File: config.mk
export PLATFORM = sky130hd
export DESIGN_NAME = video_blitter_flat
export DESIGN_NICKNAME = d
export VERILOG_FILES = /design/src/rtl/video_pkg.sv /design/src/rtl/video_blitter_if.sv /design/src/rtl/blit_scan.sv /design/src/rtl/video_blitter.sv /design/src/flat_wrapper.sv
export SDC_FILE = /design/constraint.sdc
export NUM_CORES = 1
export LEC_CHECK = 0
export ABC_AREA = 1
export ABC_CLOCK_PERIOD_IN_PS = 6500
export CAP_MARGIN = 20
export CORE_AREA = 10 10 158 160
export DETAILED_ROUTE_END_ITERATION = 16
export DIE_AREA = 0 0 168 170
export PLACE_DENSITY = 0.84
export SYNTH_ARGS = -nofsm -noshare
export SYNTH_HDL_FRONTEND = slang
export SYNTH_SLANG_ARGS = --single-unit
File: constraint.sdc
create_clock -name clk -period 6.5 [get_ports clk]
set_clock_uncertainty 0.15 [all_clocks]
set_input_delay 1.3 -clock clk [delete_from_list [all_inputs] [get_ports clk]]
set_output_delay 1.3 -clock clk [all_outputs]
set_load 0.02 [all_outputs]
File: src/rtl/video_pkg.sv
// Shared types and constants for the video blitter.
// Latency: n/a (declarations only).
// Backpressure: n/a.
package video_pkg;

  localparam int FB_COORD_W = 7;   // 128x128 word framebuffer
  localparam int FB_ADDR_W  = 15;  // word address into video memory

  typedef enum logic {
    BLIT_FILL = 1'b0,
    BLIT_COPY = 1'b1
  } blit_op_e;

  typedef struct packed {
    blit_op_e                op;
    logic [FB_ADDR_W-1:0]    base;
    logic [FB_COORD_W-1:0]   dst_x;
    logic [FB_COORD_W-1:0]   dst_y;
    logic [FB_COORD_W-1:0]   src_x;
    logic [FB_COORD_W-1:0]   src_y;
    logic [FB_COORD_W:0]     w;
    logic [FB_COORD_W:0]     h;
    logic [23:0]             color;
  } blit_cmd_t;

  typedef enum logic [2:0] {
    ST_IDLE,
    ST_FILL,
    ST_COPY_RD,
    ST_COPY_WR,
    ST_DONE
  } blit_state_e;

  // Framebuffer word address: row-major {y,x} offset from base, wrapping.
  function automatic logic [FB_ADDR_W-1:0] fb_addr(input logic [FB_ADDR_W-1:0]  base,
                                                   input logic [FB_COORD_W-1:0] x,
                                                   input logic [FB_COORD_W-1:0] y);
    return base + FB_ADDR_W'({y, x});
  endfunction

endpackage

File: src/rtl/video_blitter_if.sv
// Command channel and video memory port of the blitter.
// Latency: n/a (wiring only).
// Backpressure: cmd_valid/cmd_ready on the command side; the memory port never stalls.
//  blit_cmd_if : cmd_valid/cmd_ready handshake, command fields, busy, done
//  blit_mem_if : mem_en, mem_we, mem_addr, mem_write, mem_read
interface blit_cmd_if;
  logic                                  cmd_valid;
  logic                                  cmd_ready;
  video_pkg::blit_op_e                   cmd_op;
  logic [video_pkg::FB_ADDR_W-1:0]       cmd_base;
  logic [video_pkg::FB_COORD_W-1:0]      cmd_dst_x;
  logic [video_pkg::FB_COORD_W-1:0]      cmd_dst_y;
  logic [video_pkg::FB_COORD_W-1:0]      cmd_src_x;
  logic [video_pkg::FB_COORD_W-1:0]      cmd_src_y;
  logic [video_pkg::FB_COORD_W:0]        cmd_w;
  logic [video_pkg::FB_COORD_W:0]        cmd_h;
  logic [23:0]                           cmd_color;
  logic                                  busy;
  logic                                  done;

  modport master (
    output cmd_valid, cmd_op, cmd_base, cmd_dst_x, cmd_dst_y,
           cmd_src_x, cmd_src_y, cmd_w, cmd_h, cmd_color,
    input  cmd_ready, busy, done
  );
  modport slave (
    input  cmd_valid, cmd_op, cmd_base, cmd_dst_x, cmd_dst_y,
           cmd_src_x, cmd_src_y, cmd_w, cmd_h, cmd_color,
    output cmd_ready, busy, done
  );
endinterface

interface blit_mem_if;
  logic        mem_en;
  logic [3:0]  mem_we;
  logic [15:0] mem_addr;
  logic [31:0] mem_write;
  logic [31:0] mem_read;

  modport master (output mem_en, mem_we, mem_addr, mem_write, input mem_read);
  modport slave  (input mem_en, mem_we, mem_addr, mem_write, output mem_read);
endinterface

File: src/rtl/blit_scan.sv
// Rectangle scan counter: walks (i,j) row-major, forward or reverse, and offsets by an origin.
// Latency: nxt_x/nxt_y are combinational (the position after this cycle's start/step); last is registered.
// Backpressure: advances only on step; holds otherwise.
//  start        : load origin/size/direction from the inputs, position = first pixel
//  step         : advance to the next pixel
//  nxt_x/nxt_y  : wrapped coordinate of the position the counter holds after this edge
//  last         : the currently held position is the final pixel of the rectangle
module blit_scan
  import video_pkg::*;
(
  input  logic                  clk,
  input  logic                  rst,
  input  logic                  start,
  input  logic                  step,
  input  logic                  reverse,
  input  logic [FB_COORD_W-1:0] org_x,
  input  logic [FB_COORD_W-1:0] org_y,
  input  logic [FB_COORD_W:0]   w,
  input  logic [FB_COORD_W:0]   h,
  output logic [FB_COORD_W-1:0] nxt_x,
  output logic [FB_COORD_W-1:0] nxt_y,
  output logic                  last
);
  localparam int CW = FB_COORD_W;
  localparam logic [CW-1:0] C_ONE = CW'(1);
  localparam logic [CW:0]   D_ONE = (CW+1)'(1);

  logic [CW-1:0] i_q, j_q, wm1_q, hm1_q, org_x_q, org_y_q;
  logic          rev_q, last_q;

  logic [CW-1:0] wm1, hm1, ox, oy, i_n, j_n;
  logic          rev, fin;

  always_comb begin
    // On start the size/origin come straight from the command so the first
    // address can be registered on the accept edge.
    wm1 = start ? CW'(w - D_ONE) : wm1_q;
    hm1 = start ? CW'(h - D_ONE) : hm1_q;
    rev = start ? reverse : rev_q;
    ox  = start ? org_x : org_x_q;
    oy  = start ? org_y : org_y_q;
    i_n = i_q;
    j_n = j_q;
    if (start) begin
      i_n = rev ? wm1 : '0;
      j_n = rev ? hm1 : '0;
    end else if (step) begin
      if (!rev) begin
        if (i_q == wm1) begin
          i_n = '0;
          j_n = j_q + C_ONE;
        end else begin
          i_n = i_q + C_ONE;
        end
      end else begin
        if (i_q == '0) begin
          i_n = wm1;
          j_n = j_q - C_ONE;
        end else begin
          i_n = i_q - C_ONE;
        end
      end
    end
    fin   = rev ? ((i_n == '0) && (j_n == '0)) : ((i_n == wm1) && (j_n == hm1));
    nxt_x = ox + i_n;
    nxt_y = oy + j_n;
  end

  always_ff @(posedge clk or posedge rst) begin
    if (rst) begin
      i_q     <= '0;
      j_q     <= '0;
      wm1_q   <= '0;
      hm1_q   <= '0;
      org_x_q <= '0;
      org_y_q <= '0;
      rev_q   <= 1'b0;
      last_q  <= 1'b0;
    end else if (start || step) begin
      i_q    <= i_n;
      j_q    <= j_n;
      last_q <= fin;
      if (start) begin
        wm1_q   <= wm1;
        hm1_q   <= hm1;
        rev_q   <= rev;
        org_x_q <= ox;
        org_y_q <= oy;
      end
    end
  end

  assign last = last_q;

endmodule

File: src/rtl/video_blitter.sv
// Rectangle FILL/COPY engine mastering the video unit's memory port.
// Latency: FILL first write 1 cycle after accept, 1 word/cycle, done at T+w*h+1; COPY 2 cycles/pixel, done at T+2*w*h+1.
// Backpressure: one command at a time; cmd_ready low from accept until back in IDLE, no queueing.
//  clk, rst : clock (shared with video unit mem_clk), async active-high reset
//  cmd      : command handshake and fields, busy, done pulse
//  mem      : video memory port (read data valid the cycle after a read)
module video_blitter
  import video_pkg::*;
(
  input  logic       clk,
  input  logic       rst,
  blit_cmd_if.slave  cmd,
  blit_mem_if.master mem
);
  localparam int CW = FB_COORD_W;

  blit_cmd_t   cmd_in;
  blit_state_e state;

  logic                 ready_q, busy_q, done_q, en_q;
  logic [3:0]           we_q;
  logic [15:0]          addr_q;
  logic [31:0]          wdata_q;
  logic [FB_ADDR_W-1:0] base_q;

  logic                 accept, empty, rev_in, dst_step, src_step, dst_last, src_last;
  logic [CW-1:0]        dst_x_n, dst_y_n, src_x_n, src_y_n;
  logic [FB_ADDR_W-1:0] base_sel, dst_addr, src_addr;

  always_comb begin
    cmd_in.op    = cmd.cmd_op;
    cmd_in.base  = cmd.cmd_base;
    cmd_in.dst_x = cmd.cmd_dst_x;
    cmd_in.dst_y = cmd.cmd_dst_y;
    cmd_in.src_x = cmd.cmd_src_x;
    cmd_in.src_y = cmd.cmd_src_y;
    cmd_in.w     = cmd.cmd_w;
    cmd_in.h     = cmd.cmd_h;
    cmd_in.color = cmd.cmd_color;
  end

  assign accept = (state == ST_IDLE) && cmd.cmd_valid;
  assign empty  = (cmd_in.w == '0) || (cmd_in.h == '0);
  // Destination after source in scan order: walk backwards so overlapping
  // source pixels are read before they are overwritten.
  assign rev_in = (cmd_in.op == BLIT_COPY) &&
                  ({cmd_in.dst_y, cmd_in.dst_x} > {cmd_in.src_y, cmd_in.src_x});

  assign dst_step = ((state == ST_FILL) || (state == ST_COPY_WR)) && !dst_last;
  assign src_step = (state == ST_COPY_WR) && !src_last;

  blit_scan u_dst_scan (
    .clk     (clk),
    .rst     (rst),
    .start   (accept),
    .step    (dst_step),
    .reverse (rev_in),
    .org_x   (cmd_in.dst_x),
    .org_y   (cmd_in.dst_y),
    .w       (cmd_in.w),
    .h       (cmd_in.h),
    .nxt_x   (dst_x_n),
    .nxt_y   (dst_y_n),
    .last    (dst_last)
  );

  blit_scan u_src_scan (
    .clk     (clk),
    .rst     (rst),
    .start   (accept),
    .step    (src_step),
    .reverse (rev_in),
    .org_x   (cmd_in.src_x),
    .org_y   (cmd_in.src_y),
    .w       (cmd_in.w),
    .h       (cmd_in.h),
    .nxt_x   (src_x_n),
    .nxt_y   (src_y_n),
    .last    (src_last)
  );

  assign base_sel = (state == ST_IDLE) ? cmd_in.base : base_q;
  assign dst_addr = fb_addr(base_sel, dst_x_n, dst_y_n);
  assign src_addr = fb_addr(base_sel, src_x_n, src_y_n);

  always_ff @(posedge clk or posedge rst) begin
    if (rst) begin
      state   <= ST_IDLE;
      ready_q <= 1'b1;
      busy_q  <= 1'b0;
      done_q  <= 1'b0;
      en_q    <= 1'b0;
      we_q    <= 4'h0;
      addr_q  <= '0;
      wdata_q <= '0;
      base_q  <= '0;
    end else begin
      case (state)
        ST_IDLE: begin
          if (cmd.cmd_valid) begin
            ready_q <= 1'b0;
            busy_q  <= 1'b1;
            base_q  <= cmd_in.base;
            wdata_q <= {8'h00, cmd_in.color};
            if (empty) begin
              state  <= ST_DONE;
              done_q <= 1'b1;
            end else if (cmd_in.op == BLIT_FILL) begin
              state  <= ST_FILL;
              en_q   <= 1'b1;
              we_q   <= 4'hF;
              addr_q <= {1'b0, dst_addr};
            end else begin
              state  <= ST_COPY_RD;
              en_q   <= 1'b1;
              we_q   <= 4'h0;
              addr_q <= {1'b0, src_addr};
            end
          end
        end
        ST_FILL: begin
          if (dst_last) begin
            state  <= ST_DONE;
            done_q <= 1'b1;
            en_q   <= 1'b0;
            we_q   <= 4'h0;
          end else begin
            addr_q <= {1'b0, dst_addr};
          end
        end
        ST_COPY_RD: begin
          // Destination scan is not stepping here, so dst_addr is the current pixel.
          state  <= ST_COPY_WR;
          we_q   <= 4'hF;
          addr_q <= {1'b0, dst_addr};
        end
        ST_COPY_WR: begin
          if (src_last) begin
            state  <= ST_DONE;
            done_q <= 1'b1;
            en_q   <= 1'b0;
            we_q   <= 4'h0;
          end else begin
            state  <= ST_COPY_RD;
            we_q   <= 4'h0;
            addr_q <= {1'b0, src_addr};
          end
        end
        ST_DONE: begin
          state   <= ST_IDLE;
          done_q  <= 1'b0;
          ready_q <= 1'b1;
          busy_q  <= 1'b0;
        end
        default: state <= ST_IDLE;
      endcase
    end
  end

  assign cmd.cmd_ready = ready_q;
  assign cmd.busy      = busy_q;
  assign cmd.done      = done_q;
  assign mem.mem_en    = en_q;
  assign mem.mem_we    = we_q;
  assign mem.mem_addr  = addr_q;
  // Read data only arrives in the write cycle itself, so COPY writes forward it directly.
  assign mem.mem_write = (state == ST_COPY_WR) ? mem.mem_read : wdata_q;

endmodule

File: src/flat_wrapper.sv
// flat-port wrapper written by rule: the top's interface ports become plain ports
module video_blitter_flat import video_pkg::*;
  (clk, rst, cmd_cmd_valid, cmd_cmd_op, cmd_cmd_base, cmd_cmd_dst_x, cmd_cmd_dst_y, cmd_cmd_src_x, cmd_cmd_src_y, cmd_cmd_w, cmd_cmd_h, cmd_cmd_color, cmd_cmd_ready, cmd_busy, cmd_done, mem_mem_en, mem_mem_we, mem_mem_addr, mem_mem_write, mem_mem_read);
  blit_cmd_if cmd_i ();
  blit_mem_if mem_i ();
  input  logic clk;
  input  logic rst;
  input wire logic [$bits(cmd_i.cmd_valid)-1:0] cmd_cmd_valid;
  input wire logic [$bits(cmd_i.cmd_op)-1:0] cmd_cmd_op;
  input wire logic [$bits(cmd_i.cmd_base)-1:0] cmd_cmd_base;
  input wire logic [$bits(cmd_i.cmd_dst_x)-1:0] cmd_cmd_dst_x;
  input wire logic [$bits(cmd_i.cmd_dst_y)-1:0] cmd_cmd_dst_y;
  input wire logic [$bits(cmd_i.cmd_src_x)-1:0] cmd_cmd_src_x;
  input wire logic [$bits(cmd_i.cmd_src_y)-1:0] cmd_cmd_src_y;
  input wire logic [$bits(cmd_i.cmd_w)-1:0] cmd_cmd_w;
  input wire logic [$bits(cmd_i.cmd_h)-1:0] cmd_cmd_h;
  input wire logic [$bits(cmd_i.cmd_color)-1:0] cmd_cmd_color;
  output wire logic [$bits(cmd_i.cmd_ready)-1:0] cmd_cmd_ready;
  output wire logic [$bits(cmd_i.busy)-1:0] cmd_busy;
  output wire logic [$bits(cmd_i.done)-1:0] cmd_done;
  output wire logic [$bits(mem_i.mem_en)-1:0] mem_mem_en;
  output wire logic [$bits(mem_i.mem_we)-1:0] mem_mem_we;
  output wire logic [$bits(mem_i.mem_addr)-1:0] mem_mem_addr;
  output wire logic [$bits(mem_i.mem_write)-1:0] mem_mem_write;
  input wire logic [$bits(mem_i.mem_read)-1:0] mem_mem_read;
  assign cmd_i.cmd_valid = cmd_cmd_valid;
  assign cmd_i.cmd_op = cmd_cmd_op;
  assign cmd_i.cmd_base = cmd_cmd_base;
  assign cmd_i.cmd_dst_x = cmd_cmd_dst_x;
  assign cmd_i.cmd_dst_y = cmd_cmd_dst_y;
  assign cmd_i.cmd_src_x = cmd_cmd_src_x;
  assign cmd_i.cmd_src_y = cmd_cmd_src_y;
  assign cmd_i.cmd_w = cmd_cmd_w;
  assign cmd_i.cmd_h = cmd_cmd_h;
  assign cmd_i.cmd_color = cmd_cmd_color;
  assign cmd_cmd_ready = cmd_i.cmd_ready;
  assign cmd_busy = cmd_i.busy;
  assign cmd_done = cmd_i.done;
  assign mem_mem_en = mem_i.mem_en;
  assign mem_mem_we = mem_i.mem_we;
  assign mem_mem_addr = mem_i.mem_addr;
  assign mem_mem_write = mem_i.mem_write;
  assign mem_i.mem_read = mem_mem_read;
  video_blitter u_core (.clk(clk), .rst(rst), .cmd(cmd_i), .mem(mem_i));
endmodule
; Yosys cells after proc, flatten, opt, wreduce, memory -nomap -nowiden
; Index checks and enable logic that the tools add are counted.
; Widths: inputs -> output; s select.
[totals]
output_inout_bits = 56
regBits = 154
[classes]
muxes = 69
n_lt_le_gt_ge = 1
n_eq_ne = 17
add_sub_neg = 16
reduce_logical = 36
[op_table]
columns = cell, count
row1 = $mux 7, 32
row2 = $mux 16, 4
row3 = $pmux 16 s4, 1
row4 = $eq 7x7->1, 6
row5 = $logic_not 7->1, 6
row6 = $sub 7x1->7 const B, 6
row7 = $mux 32, 1
row8 = $add 15x14->15, 2
row9 = $mux 15, 2
row10 = $add 7x1->7 const B, 4
row11 = $add 7x7->7, 4
row12 = $logic_not 8->1, 2
row13 = $mux 4, 4
row14 = $pmux 4 s4, 1
row15 = $reduce_and 5->1, 3
row16 = $gt 14x14->1, 1
row17 = $mux 1, 14
row18 = $mux 3, 4
row19 = $ne 2x2->1 const B, 6
row20 = $pmux 3 s4, 1
row21 = $reduce_and 2->1, 5
row22 = $logic_and 1x1->1, 8
row23 = $reduce_bool 4->1, 2
row24 = $eq 3x2->1 const B, 2
row25 = other kinds (13), 18

; Longest topological paths before layout
[logic_depth]
word_depth = 14
ltp_mapped = 39
ltp_nobuf = 38

; By module
; A second synthesis with hierarchy kept.
[hier_totals]
hier_cells = 1998
area_unflattened_um2 = 13053.8
[modules_own_cells]
columns = mod, cells_per_inst, area_each_um2, n_inst
row1 = video_blitter, 855, 5390.2, 1
row2 = blit_scan at u_core.u_dst_scan, 584, 3868.7, 1
row3 = blit_scan at u_core.u_src_scan, 559, 3794.9, 1

; Worst setup path after synthesis
; Ideal clock, no wire load.
[synth_path]
path_type = input -> register
start = input cmd_cmd_src_y[6]
end = register u_core.addr_q[14], in the netlist u_core.mem.mem_addr[14]
setup_slack_ns = 0.369
n_path_buf = 1
arrival_time_ns = 5.862
cell_stages = 37
required_ns = 6.230
cell_sequence = inv_1 -> ha_1 -> nand2_1 -> nor2_1 -> nand4_1 -> nor2_1 -> nor2_4 -> nand2_4 -> nand2_4 -> inv_2 -> buf_2 -> nand3_1 -> nand2_1 -> nand2_1 -> nand2_1 -> ha_1 -> inv_1 -> fa_1 -> o21ai_0 -> a21o_1 -> a21oi_1 -> xnor2_1 -> xor2_1 -> inv_1 -> ha_1 -> nand2_1 -> o21ai_0 -> a21boi_0 -> o21ai_0 -> nand2_1 -> nand2_1 -> a21oi_1 -> xor2_1 -> nand2_1 -> nand3_1 -> o21ai_0 -> inv_1
[synth_between]
elab_chain_cells = 12
word_cells_on_any_way = 33
cone_classes = add/sub (6) / order compare (1) / mux (25) / reduce/logical (1)
[synth_lines]
columns = element, line
row1 = from (decl), flat_wrapper.sv:14  ; input wire logic [$bits(cmd_i.cmd_src_y)-1:0] cmd_cmd_src_y;
row2 = $gt 14x14->1 (*), video_blitter.sv:47  ; ({cmd_in.dst_y, cmd_in.dst_x} > {cmd_in.src_y, cmd_in.src_x});
row3 = $logic_and 1x1->1 (*), video_blitter.sv:46  ; assign rev_in = (cmd_in.op == BLIT_COPY) &&
row4 = $mux 1 (*), blit_scan.sv:39  ; rev = start ? reverse : rev_q;
row5 = $mux 7, blit_scan.sv:48  ; if (!rev) begin
row6 = $mux 7, blit_scan.sv:47  ; end else if (step) begin
row7 = $mux 7 (*), blit_scan.sv:44  ; if (start) begin
row8 = net u_core.u_src_scan.i_n[0], blit_scan.sv:31  ; logic [CW-1:0] wm1, hm1, ox, oy, i_n, j_n;
row9 = $add 7x7->7 (*), blit_scan.sv:65  ; nxt_x = ox + i_n;
row10 = $add 15x14->15 (*), video_pkg.sv:38  ; return base + FB_ADDR_W'({y, x});
row11 = $mux 15, video_blitter.sv:108  ; end else if (cmd_in.op == BLIT_FILL) begin
row12 = $mux 16, video_blitter.sv:105  ; if (empty) begin
row13 = $mux 16, video_blitter.sv:100  ; if (cmd.cmd_valid) begin
row14 = $pmux 16 s4 (*), video_blitter.sv:98  ; case (state)
row15 = to (signal assigned), video_blitter.sv:112  ; addr_q <= {1'b0, dst_addr};
row16 = to (signal assigned), video_blitter.sv:117  ; addr_q <= {1'b0, src_addr};
row17 = to (signal assigned), video_blitter.sv:128  ; addr_q <= {1'b0, dst_addr};
row18 = to (decl), video_blitter.sv:22  ; logic [15:0] addr_q;
; The timed path passes the listed nets; every way through them passes the cells marked *. The select of a mux whose other input is x is not followed.
; A chain may end at the register's enable or synchronous reset.

; Worst setup path in the final report
[layout_path]
start = input cmd_cmd_src_y[2]
end = register u_core.addr_q[9], in the netlist u_core.mem.mem_addr[9]
; Same word-level chain as after synthesis.

==> results.tsv <==
stage	metric	value	unit
status	outcome	complete, no violations	
critical_path	stages on the worst setup path	37	
critical_path	reg2reg end	u_core.mem.mem_addr[9]	
logic_synthesis	asr flop ratio synth	100	%
pwr	power per cell area	131	nW/um2
clock_tree	Max clock buf depth	2	
logic_synthesis	Cell Area, Synth	11700	um2
global_routing	Overflow after GRT	0	
die	die height	170	um
clock_tree	Worst-Skew Late Latency	440	ps
global_routing	vias in the first global route	12193	
pwr	peak supply drop	0.173	mV
routing	drt first-iter violations	1010	
global_routing	antenna violations before repair	1	
placed_design	GPL Wtd Cong	0.999	
critical_path	r2r startpoint	u_core.u_dst_scan.i_q[0]	
critical_path	reg-to-reg slack, setup	970	ps
logic_synthesis	Top FF cell, synth	dfrtp_1	
global_routing	GRT Total Usage	26.4	%
clock_tree	Hold-fix buffers, CTS	0	
routing	drt total wl	39400	um
critical_path	Bufs and invs on worst path	8	
logic_synthesis	Post-synth EDFFs	0	
logic_synthesis	Cells after Synth	1695	
die	Die W	168	um
finish	final-layout fill cell count	1737	
critical_path	Crit Path Category	in2reg	
die	DIE AREA	28600	um2
sta	part of the cycle the worst path needs	96.5	%
die	std cell rows	54	
sta	worst-margin pin slew	778	ps
logic_synthesis	mean post-synth cell area	6.93	um2
die	initial core utilization	54.1	%
clock_tree	clock-pin slew on the worst setup and hold paths	70	ps
sta	relative slew slack	47.6	%
routing	routed via count	12459	
critical_path	CP Capture Type	register	
sta	minimum clock period	6270	ps
critical_path	Critical Path Source Type	input port	
critical_path	WP data required	6670	ps
routing	antenna-violating nets left	0	
routing	drt wl/cell	17.1	um
routing	Initial DRT Pass Iterations	5	
finish	commonest non-fill, non-tap cell in the layout	nand2_1	
die	I/O pins	175	
logic_synthesis	Synth cell types	53	
clock_tree	clock root cell	clkbuf_16	
pwr	Design Power	2050	uW
pwr	Leakage	0.00837	uW
finish	share of cells above drive strength 1	16.0	%
placed_design	I/O Buffers	173	
logic_synthesis	Syn. warnings	0	
finish	Area growth syn-to-layout	33.6	%
critical_path	Worst Reg2Reg Path Length in Cells	35	
critical_path	Top delay family on crit path	simple AND/OR/NAND/NOR gates	
critical_path	CP startpoint	cmd_cmd_src_y[2]	
critical_path	most frequent CP cell	inv_1	
routing	vias per cell	5.41	
routing	DRC	0	
global_routing	largest net degree at the start of global routing	62	
critical_path	Arrival @ worst endpoint	6440	ps
critical_path	slowest stage delay, CP	460	ps
logic_synthesis	Synth Net Count	1899	
sta	fin. max-slew vios	0	
clock_tree	TritonCTS clock tree	done	
finish	leading cell types in the layout, fill and taps excluded	nand2_1, inv_1, buf_4	
clock_tree	cts bufs inserted	17	
critical_path	critical path's slowest cell	clkdlybuf4s50_1	
die	Core Area	21700	um2
critical_path	CP Max Fanout	5	
clock_tree	htree depth	4	
finish	final core utilization	72.3	%
critical_path	crit path capture	u_core.mem.mem_addr[9]	
global_routing	global-route wire length before repair	61500	um
sta	# setup viols final	0	
clock_tree	clk sink count	150	
placed_design	DP HPWL	30600	um
finish	nets	2212	
sta	final hold vios	0	
sta	FMAX	159	MHz
job	max-cap viol count	0	
hold_path	Hold Path Class	reg2reg	
logic_synthesis	Seq/Total Area, Yosys	32.0	%
logic_synthesis	Seq cells post-synth	150	
where the power goes:
part / total (uW) / leakage [uW] / internal, uW / switching (uW)
Sequential: 933 / 0.00177 / 933 / 0
Clock: 956 / 0.000258 / 500 / 456
Combinational: 159 / 0.00634 / 88.0 / 70.5
cells by family (layout without fill, tap and decap cells):
group | Yosys count | after routing | synth area share, %
buffers and inverters | 323 | 649 | 11.3
adder cells (fa/ha/maj) | 85 | 85 | 9.44
flip-flops | 150 | 150 | 32.0
AND/OR/NAND/NOR | 764 | 764 | 28.5
XOR/XNOR | 54 | 54 | 4.03
other | 1 | 2 | 0.0319
AO/OA/AOI/OAI | 318 | 318 | 14.8
area by class of cell:
cell class                      instances  area (um2)  area share [%]
Multi-Input combinational cell       1222        6940            44.2
Sequential cell                       150        3750            23.9
Timing Repair Buffer                  352        3080            19.7
Inverter                              265        1010            6.44
Clock buffer                           18         429            2.74
Tap cell                              280         350            2.23
Clock inverter                         14         119           0.758
Antenna cell                            1        2.50          0.0160
synthesized netlist by cell type (all sizes together), types with 6 or more instances:
cell type | n | area share, %
nand2 | 465 | 15
inv | 265 | 8.6
o21ai | 178 | 7.8
dfrtp | 149 | 32
nand3 | 133 | 6.2
nor2 | 106 | 3.7
a21oi | 92 | 3.9
ha | 79 | 8.4
clkbuf | 34 | 1.1
nand4 | 32 | 2.0
xor2 | 30 | 2.2
buf | 24 | 1.6
xnor2 | 24 | 1.8
nor3 | 13 | 0.55
a21o | 10 | 0.64
a31oi | 10 | 0.53
or2 | 7 | 0.37
a21boi | 6 | 0.38
fa | 6 | 1.0
o211ai | 6 | 0.38
routing by layer:
| metal | share of wire (%) | GRT usage (%) | vias to the layer above |
|---|---|---|---|
| li1 | - | - | 6094 |
| met1 | 41 | 32.2 | 5787 |
| met2 | 50 | 46.0 | 489 |
| met3 | 7.0 | 4.84 | 89 |
| met4 | 2.7 | 8.44 | 0 |
| met5 | 0 | 0 | - |
metrics by stage:
stage                     setup TNS (ps)  cells  worst slack (ps)  area [um2]  hold WS (ps)
after global routing                -157   2302             -86.9       15700           346
after global placement             -1430   2262              -362       14800           307
after CTS                              0   2294              8.30       15400           331
final                                  0   2302               230       15700           328
after floorplan                        0   1695               369       11700           293
after detailed placement           -2080   2262              -441       14800           313
sequential cells by signal (all words and copies together) (netlist names), 3 cells and up:
register and flops:
u_core.u_src_scan.j_q 7, u_core.u_dst_scan.org_y_q 7, u_core.mem.mem_addr 15, u_core.u_src_scan.org_y_q 7, u_core.u_src_scan.hm1_q 7, u_core.u_dst_scan.wm1_q 7
u_core.u_dst_scan.i_q 7, u_core.u_dst_scan.hm1_q 7, u_core.u_src_scan.i_q 7, u_core.wdata_q 24, u_core.u_dst_scan.j_q 7, u_core.state 3
u_core.base_q 15, u_core.u_src_scan.wm1_q 7, u_core.u_src_scan.org_x_q 7, u_core.u_dst_scan.org_x_q 7
tightest hold or removal path: stages, from the launching register on:
cell and delay, ps:
dfrtp_1 320, nand2_1 60, nand2_1 60
worst min path at each step:
stage	from	slack (ps)	depth (start not counted)	to
4_1_cts	u_core.u_dst_scan.org_y_q[0]	330	2	u_core.u_dst_scan.org_y_q[0]
5_1_grt	u_core.u_dst_scan.org_x_q[3]	350	2	u_core.u_dst_scan.org_x_q[3]
2_1_floorplan	u_core.u_dst_scan.org_x_q[0]	290	2	u_core.u_dst_scan.org_x_q[0]
3_5_place_dp	u_core.u_dst_scan.org_y_q[0]	310	2	u_core.u_dst_scan.org_y_q[0]
3_3_place_gp	u_core.u_dst_scan.org_x_q[2]	310	2	u_core.u_dst_scan.org_x_q[2]
6_report	u_core.u_dst_scan.org_y_q[0]	330	2	u_core.u_dst_scan.org_y_q[0]
what timing repair did:
item	CTS	global route
gates resized for setup	4	69
setup buffers	0	7
pin swaps	0	24
setup endpoints to repair	4	7
(Power assumes the default switching activity.)
